### src/rtl/ps2_command_buffer.sv
// PS/2 set-2 scan-code to ASCII command-line assembler with backspace/escape/enter
// editing and a valid/ready commit handshake. Optional macro PS2_SHIFT_EN adds shift tracking.
module ps2_command_buffer #(
    parameter int DEPTH = 4,
    parameter int LEN_W = 3
) (
    input  logic                 clock,
    input  logic                 reset,
    input  logic                 key_valid,
    input  logic [7:0]           key_code,
    input  logic                 cmd_ready,
    output logic                 cmd_valid,
    output logic [8*DEPTH-1:0]   cmd_data,
    output logic [LEN_W-1:0]     cmd_len,
    output logic                 overflow,
    output logic [7:0]           last_char
);

    typedef enum logic {COLLECT, HOLD} mode_t;
    // Break/extended prefix tracking lives apart from mode so releases spanning a handshake are filtered.
    typedef enum logic [1:0] {PFX_NONE, PFX_BREAK, PFX_EXT} prefix_t;

    localparam logic [7:0] CODE_BREAK = 8'hF0;
    localparam logic [7:0] CODE_EXT   = 8'hE0;
    localparam logic [7:0] CODE_BKSP  = 8'h66;
    localparam logic [7:0] CODE_ESC   = 8'h76;
    localparam logic [7:0] CODE_ENTER = 8'h5A;

    mode_t                mode, mode_n;
    prefix_t              prefix, prefix_n;
    logic [8*DEPTH-1:0]   data_n;
    logic [LEN_W-1:0]     len_n;
    logic                 ovf_n;
    logic [7:0]           last_n;
    logic [8:0]           dec;
    logic [7:0]           ascii;
`ifdef PS2_SHIFT_EN
    logic                 shift_held, shift_n;
`endif

    // Returns {printable, uppercase ascii}.
    function automatic logic [8:0] decode(input logic [7:0] code);
        logic [8:0] r;
        r = 9'h000;
        case (code)
            8'h1C: r = {1'b1, 8'h41}; 8'h32: r = {1'b1, 8'h42}; 8'h21: r = {1'b1, 8'h43};
            8'h23: r = {1'b1, 8'h44}; 8'h24: r = {1'b1, 8'h45}; 8'h2B: r = {1'b1, 8'h46};
            8'h34: r = {1'b1, 8'h47}; 8'h33: r = {1'b1, 8'h48}; 8'h43: r = {1'b1, 8'h49};
            8'h3B: r = {1'b1, 8'h4A}; 8'h42: r = {1'b1, 8'h4B}; 8'h4B: r = {1'b1, 8'h4C};
            8'h3A: r = {1'b1, 8'h4D}; 8'h31: r = {1'b1, 8'h4E}; 8'h44: r = {1'b1, 8'h4F};
            8'h4D: r = {1'b1, 8'h50}; 8'h15: r = {1'b1, 8'h51}; 8'h2D: r = {1'b1, 8'h52};
            8'h1B: r = {1'b1, 8'h53}; 8'h2C: r = {1'b1, 8'h54}; 8'h3C: r = {1'b1, 8'h55};
            8'h2A: r = {1'b1, 8'h56}; 8'h1D: r = {1'b1, 8'h57}; 8'h22: r = {1'b1, 8'h58};
            8'h35: r = {1'b1, 8'h59}; 8'h1A: r = {1'b1, 8'h5A};
            8'h45: r = {1'b1, 8'h30}; 8'h16: r = {1'b1, 8'h31}; 8'h1E: r = {1'b1, 8'h32};
            8'h26: r = {1'b1, 8'h33}; 8'h25: r = {1'b1, 8'h34}; 8'h2E: r = {1'b1, 8'h35};
            8'h36: r = {1'b1, 8'h36}; 8'h3D: r = {1'b1, 8'h37}; 8'h3E: r = {1'b1, 8'h38};
            8'h46: r = {1'b1, 8'h39};
            8'h29: r = {1'b1, 8'h20};
            default: r = 9'h000;
        endcase
        return r;
    endfunction

    assign cmd_valid = (mode == HOLD);
    assign dec       = decode(key_code);

    always_comb begin
        ascii = dec[7:0];
`ifdef PS2_SHIFT_EN
        if (!shift_held && ascii >= 8'h41 && ascii <= 8'h5A)
            ascii = ascii | 8'h20;
`endif
    end

    always_comb begin
        mode_n   = mode;
        prefix_n = prefix;
        data_n   = cmd_data;
        len_n    = cmd_len;
        ovf_n    = overflow;
        last_n   = last_char;
`ifdef PS2_SHIFT_EN
        shift_n  = shift_held;
`endif
        if (mode == HOLD && cmd_ready) begin
            mode_n = COLLECT;
            data_n = '0;
            len_n  = '0;
            ovf_n  = 1'b0;
        end
        if (key_valid) begin
            case (prefix)
                PFX_BREAK: begin
                    prefix_n = PFX_NONE;
`ifdef PS2_SHIFT_EN
                    if (key_code == 8'h12 || key_code == 8'h59) shift_n = 1'b0;
`endif
                end
                PFX_EXT: prefix_n = (key_code == CODE_BREAK) ? PFX_BREAK : PFX_NONE;
                default: begin
                    if (key_code == CODE_BREAK) begin
                        prefix_n = PFX_BREAK;
                    end else if (key_code == CODE_EXT) begin
                        prefix_n = PFX_EXT;
`ifdef PS2_SHIFT_EN
                    end else if (key_code == 8'h12 || key_code == 8'h59) begin
                        shift_n = 1'b1;
`endif
                    end else if (mode == HOLD) begin
                        // A coinciding handshake has already cleared; the byte still counts as held.
                        if (dec[8]) ovf_n = 1'b1;
                    end else if (dec[8]) begin
                        if (cmd_len < LEN_W'(DEPTH)) begin
                            data_n = {cmd_data[8*DEPTH-9:0], ascii};
                            len_n  = cmd_len + LEN_W'(1);
                            last_n = ascii;
                        end else begin
                            ovf_n = 1'b1;
                        end
                    end else if (key_code == CODE_BKSP) begin
                        if (cmd_len != '0) begin
                            data_n = cmd_data >> 8;
                            len_n  = cmd_len - LEN_W'(1);
                        end
                    end else if (key_code == CODE_ESC) begin
                        data_n = '0;
                        len_n  = '0;
                    end else if (key_code == CODE_ENTER) begin
                        if (cmd_len != '0) mode_n = HOLD;
                    end
                end
            endcase
        end
    end

    always_ff @(posedge clock) begin
        if (reset) begin
            mode       <= COLLECT;
            prefix     <= PFX_NONE;
            cmd_data   <= '0;
            cmd_len    <= '0;
            overflow   <= 1'b0;
            last_char  <= 8'h00;
`ifdef PS2_SHIFT_EN
            shift_held <= 1'b0;
`endif
        end else begin
            mode       <= mode_n;
            prefix     <= prefix_n;
            cmd_data   <= data_n;
            cmd_len    <= len_n;
            overflow   <= ovf_n;
            last_char  <= last_n;
`ifdef PS2_SHIFT_EN
            shift_held <= shift_n;
`endif
        end
    end

endmodule

### config.mk
export PLATFORM = sky130hd
export DESIGN_NAME = ps2_command_buffer
export DESIGN_NICKNAME = d
export VERILOG_FILES = /design/src/rtl/ps2_command_buffer.sv
export SDC_FILE = /design/constraint.sdc
export NUM_CORES = 1
export LEC_CHECK = 0
export CAP_MARGIN = 5
export CORE_MARGIN = 10
export CORE_UTILIZATION = 36
export CTS_BUF_LIST = sky130_fd_sc_hd__clkbuf_8 sky130_fd_sc_hd__clkbuf_16
export CTS_CLUSTER_SIZE = 10
export DETAILED_ROUTE_END_ITERATION = 6
export PLACE_DENSITY = 0.66
export SYNTH_ARGS = -nofsm -noshare
export SYNTH_HDL_FRONTEND = slang
export SYNTH_SLANG_ARGS = --single-unit
### constraint.sdc
create_clock -name clock -period 5.15 [get_ports clock]
set_input_delay 1.03 -clock clock [delete_from_list [all_inputs] [get_ports clock]]
set_output_delay 1.03 -clock clock [all_outputs]
set_load 0.03 [all_outputs]
# Word level (Yosys, flattened, before mapping)
# Memories as Yosys holds them, arrays and structs flattened.
# Index checks and enable logic that the tools add are counted.
# classes
add_sub_neg	2
order_cmp	1
eq_ne	7
n_mux	47
bitwise_logic	4
n_reduce_logical	6
# op_table
operator	n
$mux W32	11
$mux W3	11
$eq A8 B7 Y1 const B	3
$mux W1	21
$eq A8 B8 Y1 const B	2
$mux W9	1
$reduce_and A7 Y1	1
$mux W2	2
$not A1 Y1	4
$pmux W2 S2	1
$reduce_bool A4 Y1	1
$add A3 B1 Y3 const B	1
$lt A3 B3 Y1 const B	1
$reduce_bool A3 Y1	1
$sub A3 B1 Y3 const B	1
$eq A2 B1 Y1 const B	1
$eq A2 B2 Y1 const B	1
$reduce_and A2 Y1	1
$reduce_or A2 Y1	1
$logic_and A1 B1 Y1	1
# totals
register_bits	47
romBits	1024
in_bits	12
output_inout_bits	45
elab_cells	74
memories	1
# mem_list
memory	depth	width	rd	rd_ports_with_merged_regs	wr	line	text
(name not given)	128	8	1	0	0	45	case (code)

# Longest topological paths before layout
# logic_depth
ltp_word	12
ltp_mapped	10
depth_no_buf	8

# Worst setup path after synthesis
# No wires, ideal clock.
# synth_path
path_type	input to register
from	input port key_code[1]
to	register cmd_data[5]
setup_time_ns	0.074
arrival_time_ns	2.955
required_time_ns	5.076
setup_slack_ns	2.121
stages	8
n_path_buf	0
cell_sequence	inv_1 > ha_1 > nand2b_1 > or4b_2 > a211o_1 > a221oi_1 > a21oi_1 > a31oi_1
# synth_via
elab_chain_len	9
word_cells_on_any_way	15
cone_classes	eq/ne (4); mux (10); memory (1)
# synth_lines
item	line	text
from (decl)	10	input logic [7:0] key_code,
$mem_v2 Z128 W8 / $eq A8 B7 Y1 (equally long branches)	n/a	
$mux W9 / $mux W32 (equally long branches)	45, 126	
$mux W32 (on tied branches)	114, 121	
$mux W32	113	end else if (dec[8]) begin
$mux W32	110	end else if (mode == HOLD) begin
$mux W32	104	end else if (key_code == CODE_EXT) begin
$mux W32 *	102	if (key_code == CODE_BREAK) begin
$mux W32 *	93	case (prefix)
$mux W32 *	92	if (key_valid) begin
to (signal assigned)	151	cmd_data <= data_n;
to (decl)	13	output logic [8*DEPTH-1:0] cmd_data,
# Mark *: on every way between the ends. The rest lies on a longest branch, timed or not.
# A chain may end at the register's enable or synchronous reset.

# Worst setup path after layout
# layout_path
from	input port key_code[1]
to	register cmd_data[26]
# layout_via
elab_chain_len	9
word_cells_on_any_way	14
cone_classes	eq/ne (4); mux (9); memory (1)
# layout_lines
item	line
parallel branches: the longest is 6 deep, another holds $mem_v2 Z128 W8	n/a
$mux W32 *	102
$mux W32 *	93
$mux W32 *	92
# Mark *: on every way between the ends.

==> results.json <==
{
  "path_class": "in -> reg",
  "holdBufCountCts": 0,
  "num_vias": 3513,
  "reg2reg_slack_ns": 2.59,
  "status": "finished clean",
  "cts_max_level": 2,
  "seq_area_frac_synth": 0.275,
  "pwr-share-comb": 0.201,
  "skew_ns": 0.00723,
  "cp_cell_sequence": "clkdlybuf4s50_1 > inv_1 > ha_1 > nand2_1 > a311o_1 > or2_4 > a211oi_4 > a22oi_1 > a211oi_1",
  "pre_cts_ws_ns": 0.919,
  "dp_hpwl_um": 7890,
  "synth_top_flop_cell": "dfxtp_1",
  "final_common_cell": "clkdlybuf4s50_1",
  "rsz0062_at_grt": "no",
  "final_area_um2": 4070,
  "cts_sinks": 46,
  "hold_viol": 0,
  "drt_iter0_drc": 307,
  "diodes": 0,
  "drtPass1Iterations": 5,
  "cp-end-kind": "register",
  "place_congestion": 0.884,
  "clk_path_buf_depth": 2,
  "relSlewSlack": 0.325,
  "grt_max_degree": 59,
  "crit_slowest_cell": "a211oi_4",
  "die_h_um": 116,
  "worstMarginPinSlew_ns": 1.01,
  "cts_resized": 0,
  "hold_class": "reg -> reg",
  "first_global_vias": 3272,
  "vias_per_cell": 6.09,
  "crit_arrival_ns": 4.15,
  "syn_inst": 430,
  "yosysUniqueCellTypes": 68,
  "fmax_mhz": 254,
  "finalWirelength_um": 10800,
  "grt.total_usage": 0.156,
  "power.density_nw_per_um2": 200,
  "setup_viol": 0,
  "yosys_register_bits": 46,
  "antenna_found_initial": 0,
  "setup_tns_ns": 0,
  "io_buffer_count": 55,
  "numCtsBuffers": 5,
  "final_layout_size_suffix_gt1_frac": 0.0730,
  "io_pins": 57,
  "cts_tree": "yes",
  "period_minus_slack_ns": 3.94,
  "root_buffer": "clkbuf_8",
  "core_area_um2": 9150,
  "synth_nets": 453,
  "synthesis.area_um2": 3340,
  "synth.avg_cell_area_um2": 7.77,
  "p_sw_uw": 238,
  "finalWorstSetupSlack_ns": 1.21,
  "grt_pass1_wl_um": 17400,
  "synthArstFlopShare": 0,
  "cts.clk_slew.worst_paths_ns": 0.08,
  "slew_viol_final": 0,
  "fp-row-count": 35,
  "maxCapViolCount": 0,
  "clock_latency_ns": 0.30,
  "dpl_cell_area_um2": 3960,
  "seqPwrFrac": 0.458,
  "drcViolationCount": 0,
  "slowest_delay_ns": 0.65,
  "pwr-share-clk": 0.341,
  "synth_edf_count": 0,
  "synth_warnings": 0,
  "final_util": 0.445,
  "area_delta_synth_final_pct": 21.8,
  "globalRouteOverflowTotal": 0,
  "power.internal_uw": 577,
  "finalPower_uw": 815,
  "swShare": 0.292,
  "dieArea_um2": 13500,
  "leakagePower_uw": 0.00141,
  "cp.required_ns": 5.35,
  "wl_per_cell_um": 18.6,
  "ant_nets": 0,
  "start_util": 0.365,
  "startpoint_type": "input pin",
  "fin_nets": 489,
  "fin_crit_sh": 0.766,
  "post_cts_buffers": 0,
  "mostFrequentLayoutCells": "clkdlybuf4s50_1 (55), dfxtp_1 (45), nand2_1 (37), o21ai_0 (36), nor2b_1 (29)",
  "path_max_fanout": 13,
  "ir_drop_uv": 121,
  "dieWidth_um": 116
}
-- registers in the layout (all words and copies together), names as in the netlist --
name       count
cmd_data      32
last_char      7
cmd_len        3
overflow       1
prefix         2
cmd_valid      1
-- layer usage --
metal,GRT usage,vias up,share of wire
met2,0.249,147,0.47
met4,0.0450,0,0.017
met1,0.210,1663,0.45
met5,0,-,0
li1,-,1684,-
met3,0.0267,19,0.062
-- synth_stat cells, drive strengths merged (5+ instances only) --
cell type  instances  area [um2]
ha                11         138
nor2              22        85.1
nand3             12        60.1
dfxtp             46         921
inv                9        33.8
mux2i              9        90.1
a21oi             22         110
a22oi              5        37.5
and2               5        31.3
nand2             37         139
o21ai             36         180
a211oi             9        90.1
a22o               8        70.1
a221oi             5        43.8
nor2b             29         181
o31ai              6        45.0
clkbuf            22        82.6
a2bb2oi           12         105
a31oi             23         144
nor3              11        55.1
nand2b             7        43.8
buf               16        92.6
-- area by class of cell --
cell class | instances | area, um2
Sequential cell | 46 | 922
Inverter | 9 | 33.8
Tap cell | 111 | 139
Multi-Input combinational cell | 337 | 2220
Fill cell | 930 | 5080
Clock inverter | 1 | 30.0
Clock buffer | 6 | 82.6
Timing Repair Buffer | 67 | 641
-- power by group through the flow --
stage	clock, uW	combinational (uW)	sequential, uW
floorplan	0	112	378
detailed placement	0	161	381
CTS	283	162	373
finish	278	164	373
global route	297	176	375
global placement	0	161	381
-- through the flow --
stage,hold WS [ns],instances
2_1_floorplan,0.498,430
3_3_place_gp,0.442,570
3_5_place_dp,0.452,570
4_1_cts,0.472,577
5_1_grt,0.500,577
6_report,0.463,577
-- critical path, delay by kind of cell --
family / cells / cell delay, ns
fa+ha+maj: 1 / 0.35
simple gates: 2 / 0.46
buf+inv: 2 / 0.80
compound gates: 4 / 1.49
-- kinds of logic after synthesis --
logic type / after synthesis / synth area share
other: 1 / 0.00112
XOR/XNOR: 1 / 0.00262
AND/OR/NAND/NOR: 149 / 0.235
multiplexers: 12 / 0.0404
adder cells (fa/ha/maj): 11 / 0.0412
AO/OA/AOI/OAI: 163 / 0.342
flip-flops: 46 / 0.275
buffers and inverters: 47 / 0.0625
-- worst paths after layout --
check                                      startpoint                      end  cells after the start
worst min-delay path              overflow$_SDFF_PP0_      overflow$_SDFF_PP0_                      2
worst min register to register    overflow$_SDFF_PP0_      overflow$_SDFF_PP0_                      2
worst max register to register  cmd_len[2]$_SDFF_PP0_   cmd_data[2]$_SDFF_PP0_                      6
worst max-delay path                      key_code[1]  cmd_data[26]$_SDFF_PP0_                      9
No activity file was read; power rests on OpenSTA's default activity.
